$ cat src/rtl/wsg_pkg.sv
// Shared types and constants for the three-voice waveform sound generator sequencer.
package wsg_pkg;

    localparam int unsigned NUM_VOICES = 3;
    localparam int unsigned ACC_W      = 20;
    localparam int unsigned MIX_W      = 10;
    localparam int unsigned WAVE_W     = 3;
    localparam int unsigned VOL_W      = 4;
    localparam int unsigned DATA_W     = 4;
    localparam int unsigned PHASE_W    = 5;
    localparam int unsigned ROM_AW     = WAVE_W + PHASE_W;

    // Voices 1 and 2 have no low frequency nibble; these bits are forced to zero.
    localparam logic [ACC_W-1:0] FREQ_LO_MASK = 20'hFFFF0;

    // One address/wait/multiply triple per voice, then a single output cycle.
    typedef enum logic [3:0] {
        StIdle,
        StA0, StW0, StM0,
        StA1, StW1, StM1,
        StA2, StW2, StM2,
        StDone
    } state_e;

    // Voice served by a given state; states outside the voice slots map to voice 0.
    function automatic logic [1:0] voice_of(state_e s);
        logic [1:0] v;
        case (s)
            StA1, StW1, StM1: v = 2'd1;
            StA2, StW2, StM2: v = 2'd2;
            default:          v = 2'd0;
        endcase
        return v;
    endfunction

endpackage

$ cat src/rtl/wsg_voice_sequencer_if.sv
// Bundle of voice registers, ROM port and mix output between the sequencer and its environment.
interface wsg_voice_sequencer_if #(
    parameter int unsigned ACC_W = 20,
    parameter int unsigned MIX_W = 10
);
    import wsg_pkg::*;

    logic                 sample_tick;
    logic                 snd_en;
    logic [ACC_W-1:0]     freq0;
    logic [ACC_W-1:0]     freq1;
    logic [ACC_W-1:0]     freq2;
    logic [WAVE_W-1:0]    wave0;
    logic [WAVE_W-1:0]    wave1;
    logic [WAVE_W-1:0]    wave2;
    logic [VOL_W-1:0]     vol0;
    logic [VOL_W-1:0]     vol1;
    logic [VOL_W-1:0]     vol2;
    logic [ROM_AW-1:0]    rom_addr;
    logic                 rom_rd;
    logic [DATA_W-1:0]    rom_data;
    logic [MIX_W-1:0]     mix_out;
    logic                 mix_valid;
    logic                 busy;
    logic                 overrun;

    // Environment side: register file, tick source and waveform ROM.
    modport master (
        output sample_tick, snd_en,
        output freq0, freq1, freq2,
        output wave0, wave1, wave2,
        output vol0, vol1, vol2,
        output rom_data,
        input  rom_addr, rom_rd, mix_out, mix_valid, busy, overrun
    );

    // Sequencer side.
    modport slave (
        input  sample_tick, snd_en,
        input  freq0, freq1, freq2,
        input  wave0, wave1, wave2,
        input  vol0, vol1, vol2,
        input  rom_data,
        output rom_addr, rom_rd, mix_out, mix_valid, busy, overrun
    );

endinterface

$ cat src/rtl/wsg_mac.sv
// 4x4 multiply with a clearable MIX_W-bit accumulator, shared by all three voices.
module wsg_mac #(
    parameter int unsigned MIX_W = 10
) (
    input  logic             clk_i,
    input  logic             rst_ni,
    input  logic             clr_i,
    input  logic             en_i,
    input  logic [3:0]       data_i,
    input  logic [3:0]       vol_i,
    output logic [MIX_W-1:0] sum_o
);

    logic [7:0]       prod;
    logic [MIX_W-1:0] sum_q, sum_d;

    // Next sum: clear wins over accumulate; the 8-bit product is zero-extended.
    always_comb begin
        prod  = data_i * vol_i;
        sum_d = sum_q;
        if (clr_i) begin
            sum_d = '0;
        end else if (en_i) begin
            sum_d = sum_q + MIX_W'(prod);
        end
    end

    // Accumulator register with synchronous active-low reset.
    always_ff @(posedge clk_i) begin
        if (!rst_ni) begin
            sum_q <= '0;
        end else begin
            sum_q <= sum_d;
        end
    end

    assign sum_o = sum_q;

endmodule

$ cat src/rtl/wsg_voice_sequencer.sv
// Per-sample scheduler: advances three phase accumulators and mixes the voices through one ROM
// port and one MAC, producing one sample per sample_tick.
module wsg_voice_sequencer #(
    parameter int unsigned ACC_W = 20,
    parameter int unsigned MIX_W = 10
) (
    input  logic                 clk,
    input  logic                 rst,
    wsg_voice_sequencer_if.slave bus
);
    import wsg_pkg::*;

    state_e state_q, state_d;

    logic [NUM_VOICES-1:0][ACC_W-1:0]  acc_q, acc_d;
    logic [NUM_VOICES-1:0][ACC_W-1:0]  freq_q, freq_d;
    logic [NUM_VOICES-1:0][WAVE_W-1:0] wave_q, wave_d;
    logic [NUM_VOICES-1:0][VOL_W-1:0]  vol_q, vol_d;

    logic [ROM_AW-1:0] rom_addr_q, rom_addr_d;
    logic              rom_rd_q, rom_rd_d;
    logic [MIX_W-1:0]  mix_q, mix_d;
    logic              mix_valid_q, mix_valid_d;
    logic              overrun_q, overrun_d;

    logic [1:0]        vidx;
    logic [ACC_W-1:0]  acc_next;
    logic              mac_clr;
    logic              mac_en;
    logic [MIX_W-1:0]  mac_sum;

    // Next-state, datapath updates and MAC control for the frame sequence.
    always_comb begin
        state_d     = state_q;
        acc_d       = acc_q;
        freq_d      = freq_q;
        wave_d      = wave_q;
        vol_d       = vol_q;
        rom_addr_d  = rom_addr_q;
        rom_rd_d    = 1'b0;
        mix_d       = mix_q;
        mix_valid_d = 1'b0;
        overrun_d   = overrun_q;
        mac_clr     = 1'b0;
        mac_en      = 1'b0;
        vidx        = voice_of(state_q);
        acc_next    = acc_q[vidx] + freq_q[vidx];

        // A tick arriving mid-frame is dropped, never queued.
        if (bus.sample_tick && (state_q != StIdle)) begin
            overrun_d = 1'b1;
        end

        unique case (state_q)
            StIdle: begin
                if (bus.sample_tick) begin
                    freq_d[0] = bus.freq0;
                    freq_d[1] = bus.freq1 & FREQ_LO_MASK;
                    freq_d[2] = bus.freq2 & FREQ_LO_MASK;
                    wave_d[0] = bus.wave0;
                    wave_d[1] = bus.wave1;
                    wave_d[2] = bus.wave2;
                    vol_d[0]  = bus.vol0;
                    vol_d[1]  = bus.vol1;
                    vol_d[2]  = bus.vol2;
                    mac_clr   = 1'b1;
                    state_d   = StA0;
                end
            end
            StA0, StA1, StA2: begin
                // Address uses the freshly advanced phase.
                acc_d[vidx] = acc_next;
                rom_addr_d  = {wave_q[vidx], acc_next[ACC_W-1 -: PHASE_W]};
                rom_rd_d    = 1'b1;
                state_d     = (state_q == StA0) ? StW0 : (state_q == StA1) ? StW1 : StW2;
            end
            StW0, StW1, StW2: begin
                state_d = (state_q == StW0) ? StM0 : (state_q == StW1) ? StM1 : StM2;
            end
            StM0, StM1, StM2: begin
                mac_en  = 1'b1;
                state_d = (state_q == StM0) ? StA1 : (state_q == StM1) ? StA2 : StDone;
            end
            StDone: begin
                mix_d       = bus.snd_en ? mac_sum : '0;
                mix_valid_d = 1'b1;
                state_d     = StIdle;
            end
            default: begin
                state_d = StIdle;
            end
        endcase
    end

    // State and datapath registers with synchronous active-low reset.
    always_ff @(posedge clk) begin
        if (!rst) begin
            state_q     <= StIdle;
            acc_q       <= '0;
            freq_q      <= '0;
            wave_q      <= '0;
            vol_q       <= '0;
            rom_addr_q  <= '0;
            rom_rd_q    <= 1'b0;
            mix_q       <= '0;
            mix_valid_q <= 1'b0;
            overrun_q   <= 1'b0;
        end else begin
            state_q     <= state_d;
            acc_q       <= acc_d;
            freq_q      <= freq_d;
            wave_q      <= wave_d;
            vol_q       <= vol_d;
            rom_addr_q  <= rom_addr_d;
            rom_rd_q    <= rom_rd_d;
            mix_q       <= mix_d;
            mix_valid_q <= mix_valid_d;
            overrun_q   <= overrun_d;
        end
    end

    wsg_mac #(
        .MIX_W (MIX_W)
    ) u_mac (
        .clk_i  (clk),
        .rst_ni (rst),
        .clr_i  (mac_clr),
        .en_i   (mac_en),
        .data_i (bus.rom_data),
        .vol_i  (vol_q[vidx]),
        .sum_o  (mac_sum)
    );

    assign bus.rom_addr  = rom_addr_q;
    assign bus.rom_rd    = rom_rd_q;
    assign bus.mix_out   = mix_q;
    assign bus.mix_valid = mix_valid_q;
    assign bus.busy      = (state_q != StIdle);
    assign bus.overrun   = overrun_q;

endmodule

$ cat src/flat_wrapper.sv
// flat-port wrapper written by rule: the top's interface ports become plain ports
module wsg_voice_sequencer_flat import wsg_pkg::*;
#(
    parameter int unsigned ACC_W = 20,
    parameter int unsigned MIX_W = 10
)
  (clk, rst, bus_sample_tick, bus_snd_en, bus_freq0, bus_freq1, bus_freq2, bus_wave0, bus_wave1, bus_wave2, bus_vol0, bus_vol1, bus_vol2, bus_rom_data, bus_rom_addr, bus_rom_rd, bus_mix_out, bus_mix_valid, bus_busy, bus_overrun);
  wsg_voice_sequencer_if #(.ACC_W(ACC_W), .MIX_W(MIX_W)) bus_i ();
  input  logic clk;
  input  logic rst;
  input wire logic [$bits(bus_i.sample_tick)-1:0] bus_sample_tick;
  input wire logic [$bits(bus_i.snd_en)-1:0] bus_snd_en;
  input wire logic [$bits(bus_i.freq0)-1:0] bus_freq0;
  input wire logic [$bits(bus_i.freq1)-1:0] bus_freq1;
  input wire logic [$bits(bus_i.freq2)-1:0] bus_freq2;
  input wire logic [$bits(bus_i.wave0)-1:0] bus_wave0;
  input wire logic [$bits(bus_i.wave1)-1:0] bus_wave1;
  input wire logic [$bits(bus_i.wave2)-1:0] bus_wave2;
  input wire logic [$bits(bus_i.vol0)-1:0] bus_vol0;
  input wire logic [$bits(bus_i.vol1)-1:0] bus_vol1;
  input wire logic [$bits(bus_i.vol2)-1:0] bus_vol2;
  input wire logic [$bits(bus_i.rom_data)-1:0] bus_rom_data;
  output wire logic [$bits(bus_i.rom_addr)-1:0] bus_rom_addr;
  output wire logic [$bits(bus_i.rom_rd)-1:0] bus_rom_rd;
  output wire logic [$bits(bus_i.mix_out)-1:0] bus_mix_out;
  output wire logic [$bits(bus_i.mix_valid)-1:0] bus_mix_valid;
  output wire logic [$bits(bus_i.busy)-1:0] bus_busy;
  output wire logic [$bits(bus_i.overrun)-1:0] bus_overrun;
  assign bus_i.sample_tick = bus_sample_tick;
  assign bus_i.snd_en = bus_snd_en;
  assign bus_i.freq0 = bus_freq0;
  assign bus_i.freq1 = bus_freq1;
  assign bus_i.freq2 = bus_freq2;
  assign bus_i.wave0 = bus_wave0;
  assign bus_i.wave1 = bus_wave1;
  assign bus_i.wave2 = bus_wave2;
  assign bus_i.vol0 = bus_vol0;
  assign bus_i.vol1 = bus_vol1;
  assign bus_i.vol2 = bus_vol2;
  assign bus_i.rom_data = bus_rom_data;
  assign bus_rom_addr = bus_i.rom_addr;
  assign bus_rom_rd = bus_i.rom_rd;
  assign bus_mix_out = bus_i.mix_out;
  assign bus_mix_valid = bus_i.mix_valid;
  assign bus_busy = bus_i.busy;
  assign bus_overrun = bus_i.overrun;
  wsg_voice_sequencer #(.ACC_W(ACC_W), .MIX_W(MIX_W)) u_core (.clk(clk), .rst(rst), .bus(bus_i));
endmodule
$ cat config.mk
export PLATFORM = sky130hd
export DESIGN_NAME = wsg_voice_sequencer_flat
export DESIGN_NICKNAME = d
export VERILOG_FILES = /design/src/rtl/wsg_pkg.sv /design/src/rtl/wsg_voice_sequencer_if.sv /design/src/rtl/wsg_mac.sv /design/src/rtl/wsg_voice_sequencer.sv /design/src/flat_wrapper.sv
export SDC_FILE = /design/constraint.sdc
export NUM_CORES = 1
export LEC_CHECK = 0
export CORE_UTILIZATION = 30
export CTS_CLUSTER_DIAMETER = 100
export DETAILED_ROUTE_END_ITERATION = 10
export GPL_TIMING_DRIVEN = 1
export MAX_ROUTING_LAYER = met4
export PLACE_DENSITY = 0.61
export SLEW_MARGIN = 20
export SYNTH_ARGS = -nofsm -noshare
export SYNTH_HDL_FRONTEND = slang
export SYNTH_SLANG_ARGS = --single-unit
$ cat constraint.sdc
create_clock -name clk -period 7.86 [get_ports clk]
set_input_delay 1.572 -clock clk [delete_from_list [all_inputs] [get_ports clk]]
set_output_delay 1.572 -clock clk [all_outputs]
set_load 0.05 [all_outputs]
==> metrics, run 1 <==
highest-delay cell along the critical path dfxtp_1; core box area 27100 um2; CP required approximately 8 ns; Die Y-Extent 168 um; Vias per Instance 4.97; cell mode on critical path fa_1; Syn Std Cell Area 8310 um2; commonest non-fill, non-tap cell in the layout nand2_1; Crit. End Element register; maximum VDD drop 0.150 mV; cell area after layout 10200 um2; # port buffers 102; Syn Area/Cell 7.66 um2; layout cells sized above 1 0.0479; Top Ports 111; setup_tns 0 ns; Syn. warnings 0; clock root buffer master clkbuf_16; register area share after synthesis 0.405; Setup-failing EPs final 0; die area 28400 um2; post-CTS sizing 0; dpl cell area 9650 um2; most frequent cells in the layout nand2_1 (264), dfxtp_1 (168), a21oi_1 (158); largest net degree at the start of global routing 101; syn nets approximately 1200; Clock Skews approximately 0.014 ns; Die Wd 168 um; max_cap viols 0; asr flop ratio synth 0; RSZ-0062 raised after global routing no; Global Route Usage Sum 0.165; PwrDens 228 nW/um2; row count 60; clk_lat worst skew 0.43 ns; r2r setup slk 2.64 ns; EDFF count, synth 0; area grow syn2layout 23.1%; diodes inserted 0; headroom to the max-slew limit 0.284; initial antenna violation count 0; CP max stage delay 0.61 ns; CP Max Fanout 15; CTS sink cnt 168; Initial DRT Pass Iterations 8; residual DRC count 0; P_leak 3.98 nW; Post-CTS Hold Buffers 0; Clock Path Buffers 2; first-pass GRT wire length between 30000 and 40000 um; CTS buffer count 17; DR iter-0 viols between 500 and 600; CTS tree yes; vias in the first global route 7217; WL final 22100 um; DP HPWL 15000 um; H-tree depth 4; via count roughly 7700; Hold Crit Class register to register; Final GP Congestion roughly 0.9; Critical Path AT 5.52 ns; highest clock rate between 150 and 200 MHz; Gate Count Post-Synth 1085; Netlist cell types between 50 and 60; final net count 1291; register clock-pin slew on the reported worst setup and hold paths 0.07 ns; Final Cycle Share 0.664; Initial Utilization 0.307; postcts setup bufs 0; startpoint class of the critical path register; CP Class register to register; FF+latch count, synth between 150 and 200; Routed wire per std cell 14.4 um; global route overflow 0; Post-DRT Antenna Nets 0; Tmin final 5.22 ns; ys flop type dfxtp_1; status finished clean; Cell Chain, Critical Path nand2b_1, nor2_1, a21oi_2, o21ai_0, a21oi_1, nand2_1, fa_1, fa_1, fa_1, inv_1, ha_1, nor2b_1, o21a_1, o21a_1, o31a_1, o31ai_1, xor2_1, nor2_1; FILL cells 2832; Final Worst Setup Slack 2.64 ns; Least-Margin Pin Slew 1.07 ns; max-slew violations 0; worst slack, placed 2.37 ns; Fin. Hold Viols 0
Yosys cell counts (all sizes together) (2+ instances only):
library cell	number	share of area
a211oi	10	0.0090
buf	20	0.012
o31ai	12	0.011
o21ai	57	0.035
xor2	13	0.014
nand3	31	0.019
inv	46	0.021
a22o	10	0.011
a22oi	3	0.0027
xnor2	8	0.0084
or3	3	0.0023
fa	10	0.024
dfxtp	168	0.40
nor2b	4	0.0030
nand2b	6	0.0045
nor3	15	0.0090
or2	2	0.0015
ha	37	0.056
nor4	3	0.0023
clkbuf	46	0.021
and2	12	0.0090
a222oi	15	0.018
o311ai	4	0.0042
a21o	7	0.0063
nor2	70	0.032
and3	5	0.0038
a31oi	4	0.0030
a21oi	159	0.096
mux2i	5	0.0060
o211ai	5	0.0045
o22ai	2	0.0015
nand4	8	0.0060
a221oi	3	0.0032
nand2	265	0.12
o21a	6	0.0054
area by class of cell:
class / instances / area, um2 / share of cell area
multi-input cells: 805 / 4510 / 0.441
flip-flops and latches: 168 / 3360 / 0.329
repair buffers: 117 / 1130 / 0.111
well taps: 372 / 465 / 0.0455
clock buffers: 19 / 453 / 0.0443
inverters: 46 / 174 / 0.0170
clock inverters: 13 / 131 / 0.0128
power breakdown:
part / total, W / leakage [nW] / internal [W] / switching [W]
Sequential: 0.000945 / 1.36 / 0.000909 / 0.0000357
Clock: 0.000844 / 0.289 / 0.000463 / 0.000380
Combinational: 0.000539 / 2.33 / 0.000197 / 0.000343
Total: 0.00233 / 3.98 / 0.00157 / 0.000759
stage by stage:
stage / util / instances / power (W) / hold slack (ns)
floorplan: - / 1085 / 0.00134 / 0.432
global placement: 0.356 / 1508 / 0.00150 / 0.441
detailed placement: 0.356 / 1508 / 0.00151 / 0.446
CTS: 0.377 / 1540 / 0.00235 / 0.455
global route: 0.377 / 1540 / 0.00246 / 0.467
finish: 0.377 / 1540 / 0.00233 / 0.454
worst paths after layout:
kind | to | cells past startpoint | startpoint
max reg2reg | u_core.u_mac.sum_o[9] | 18 | u_core.state_q[3]
max | u_core.u_mac.sum_o[9] | 18 | u_core.state_q[3]
min reg2reg | u_core.wave_q[4] | 2 | u_core.wave_q[4]
min | u_core.wave_q[4] | 2 | u_core.wave_q[4]
state kept, by name (all words and copies together) (netlist names):
| name | cells |
|---|---|
| u_core.acc_q | 60 |
| u_core.freq_q | 52 |
| u_core.vol_q | 12 |
| u_core.bus.mix_out | 10 |
| u_core.u_mac.sum_o | 10 |
| u_core.wave_q | 9 |
| u_core.bus.rom_addr | 8 |
| u_core.state_q | 4 |
| u_core.bus.mix_valid | 1 |
| u_core.bus.overrun | 1 |
| u_core.bus.rom_rd | 1 |
cells by family after synthesis:
kind of cell	after synthesis	share of synthesized area
compound gates	304	0.217
xor+xnor	21	0.0221
fa+ha+maj	47	0.0798
buf+inv	112	0.0537
flops	168	0.405
mux	6	0.00738
simple gates	427	0.215
worst max-delay path: cells and delay by family (launching register included):
kind            cells  cell delay (ns)
compound gates      7             1.55
xor+xnor            1             0.17
fa+ha+maj           4             1.84
buf+inv             1             0.04
flops               1             0.61
simple gates        5             0.87
metal layers:
layer	vias up	global-route usage	part of all wire	wire (um)
met3	22	0.0295	0.046	1020
met5	-	-	0	0
li1	3871	-	-	-
met2	184	0.273	0.48	10600
met4	0	0.0510	0.017	376
met1	3584	0.205	0.46	10200
(Power assumes the default switching activity.)
==> inputs of run 2 (changes only) <==
Settings changed: PLACE_DENSITY 0.61 to 0.62.
Clock period 7.86 ns to 4.35 ns, I/O delays scaled along.
==> run 2 against run 1 <==
Net effect:
- non-clock buffer count is 35 higher
- count of clock-buffer cells in the layout down 1
- combinational power grew 100%
- register-to-register slack worse by 2.6 ns
- clock power rose by 79%
- hold slack got worse by 0.00090 ns
- sequential cell count did not move
- global-route usage decreased by 0.15 points
- sequential share of layout area decreased by 1.2 points
- wire length increased by 2.3%
==> metrics, run 2 (synthesis gave the netlist of run 1 again) <==
row count 60; max-slew violations 0; maximum VDD drop 0.248 mV; H-tree depth 4; register clock-pin slew on the reported worst setup and hold paths 0.07 ns; status finished clean; initial antenna violation count 0; Final Worst Setup Slack 0.0637 ns; die area 28400 um2; Post-DRT Antenna Nets 0; Hold WS 0.453 ns; setup_tns 0 ns; Post-CTS Hold Buffers 0; internal power 0.00284 W; core box area between 20000 and 30000 um2; WL final 22600 um; FILL cells 2788; FF+latch area around 3400 um2; most frequent cells in the layout nand2_1 (260), dfxtp_1 (165), a21oi_1 (154); residual DRC count 0; Fin. Hold Viols 0; first-pass GRT wire length between 30000 and 40000 um; startpoint class of the critical path register; Routed wire per std cell 14.4 um; clk_lat worst skew roughly 0.44 ns; multi-input logic area about 4600 um2; Die Wd 168 um; area grow syn2layout 27.9%; largest net degree at the start of global routing 93; CP required around 4.7 ns; DP HPWL 15500 um; CTS sink cnt 168; largest registers u_core.acc_q: 60 flops, u_core.freq_q: 52 flops, u_core.vol_q: 12 flops; diodes inserted 0; max_cap viols 0; max reg flops 60; CP max stage delay 0.55 ns; Vias per Instance 4.92; final net count 1326; Top Ports 111; headroom to the max-slew limit 0.351; Setup-failing EPs final 0; PwrDens 404 nW/um2; Least-Margin Pin Slew a little under 1 ns; Tmin final around 4.3 ns; commonest non-fill, non-tap cell in the layout nand2_1; vias in the first global route 7269; Final Cycle Share 0.985; Clock Skews 0.0194 ns; highest-delay cell along the critical path fa_1; CP Max Fanout 5; dpl cell area a little under 10000 um2; crit path buf inv count 1; Initial DRT Pass Iterations 6; CTS tree yes; Comb pwr share 0.252; delay-heaviest family, CP adder cells; Clock power frac 0.351; P_sw 0.00145 W; Critical Path AT 4.60 ns; CP Class register to register; Final GP Congestion 0.898; switch share 0.338; Die Y-Extent between 150 and 200 um; worst slack, placed -0.310 ns; layout cells sized above 1 0.0973; DR iter-0 viols around 620; clock root buffer master clkbuf_16; Cell Chain, Critical Path or3b_4, nand2_4, nor2_4, a21oi_4, nand2_2, fa_1, fa_1, fa_1, inv_2, ha_4, nor2b_4, o21a_1, o21a_1, o31a_1, o31ai_2, xor2_1, nor2_1; Core Util, Final 0.392; Global Route Usage Sum 0.164; cell mode on critical path fa_1; Crit. End Element register; cell area after layout 10600 um2; Hold Crit Class register to register; RSZ-0062 raised after global routing yes; share of power burned in registers 0.397; global route overflow 0; # port buffers 102; Initial Utilization 0.307; most flop-heavy register u_core.acc_q; highest clock rate 233 MHz; via count 7748; Clock Path Buffers 2; CTS buffer count 17; P_leak 4.17 nW
-- run 2: through the flow --
step	instances	power, W
finish	1575	0.00429
floorplan	1085	0.00242
detailed placement	1533	0.00278
global route	1575	0.00451
global placement	1533	0.00276
CTS	1570	0.00430
-- run 2: cell type report --
cell class              instances  share of cell area
multi-input cells             805               0.436
repair buffers                152               0.131
flip-flops and latches        168               0.317
well taps                     372              0.0438
clock inverters                14              0.0146
inverters                      46              0.0164
clock buffers                  18              0.0413
-- run 2: power by group through the flow --
| stage | Sequential, W | Combinational, W | Clock (W) |
|---|---|---|---|
| after floorplan | 0.00174 | 0.000680 | 0 |
| after global placement | 0.00173 | 0.00103 | 0 |
| after detailed placement | 0.00173 | 0.00104 | 0 |
| after CTS | 0.00170 | 0.00106 | 0.00154 |
| after global routing | 0.00172 | 0.00120 | 0.00159 |
| final | 0.00170 | 0.00108 | 0.00151 |
-- run 2: worst min-delay path, delay by kind of cell (launching register included) --
| kind | cells | cell delay, ns |
|---|---|---|
| DFF | 1 | 0.31 |
| and+or+nand+nor | 1 | 0.05 |
| AOI/OAI and AO/OA | 1 | 0.05 |
-- run 2: final timing paths --
| check | from | depth (start not counted) | to | slack [ns] |
|---|---|---|---|---|
| setup reg to reg | u_core.state_q[1] | 17 | u_core.u_mac.sum_o[9] | 0.06 |
| hold reg to reg | u_core.wave_q[7] | 2 | u_core.wave_q[7] | 0.45 |
| setup / recovery | u_core.state_q[1] | 17 | u_core.u_mac.sum_o[9] | 0.06 |
| hold / removal | u_core.wave_q[7] | 2 | u_core.wave_q[7] | 0.45 |
-- run 2: repair_timing --
item,CTS,global route
pin swaps,13,19
endpoints found under the setup margin,1,3
setup buffers,5,5
gates resized for setup,16,18
hold endpoints to repair,0,0
-- run 2: metal layers --
layer | part of all wire | global-route usage | up-vias
li1 | - | - | 3942
met3 | 0.037 | 0.0222 | 19
met5 | 0 | - | -
met1 | 0.49 | 0.219 | 3620
met2 | 0.46 | 0.257 | 167
met4 | 0.013 | 0.0498 | 0
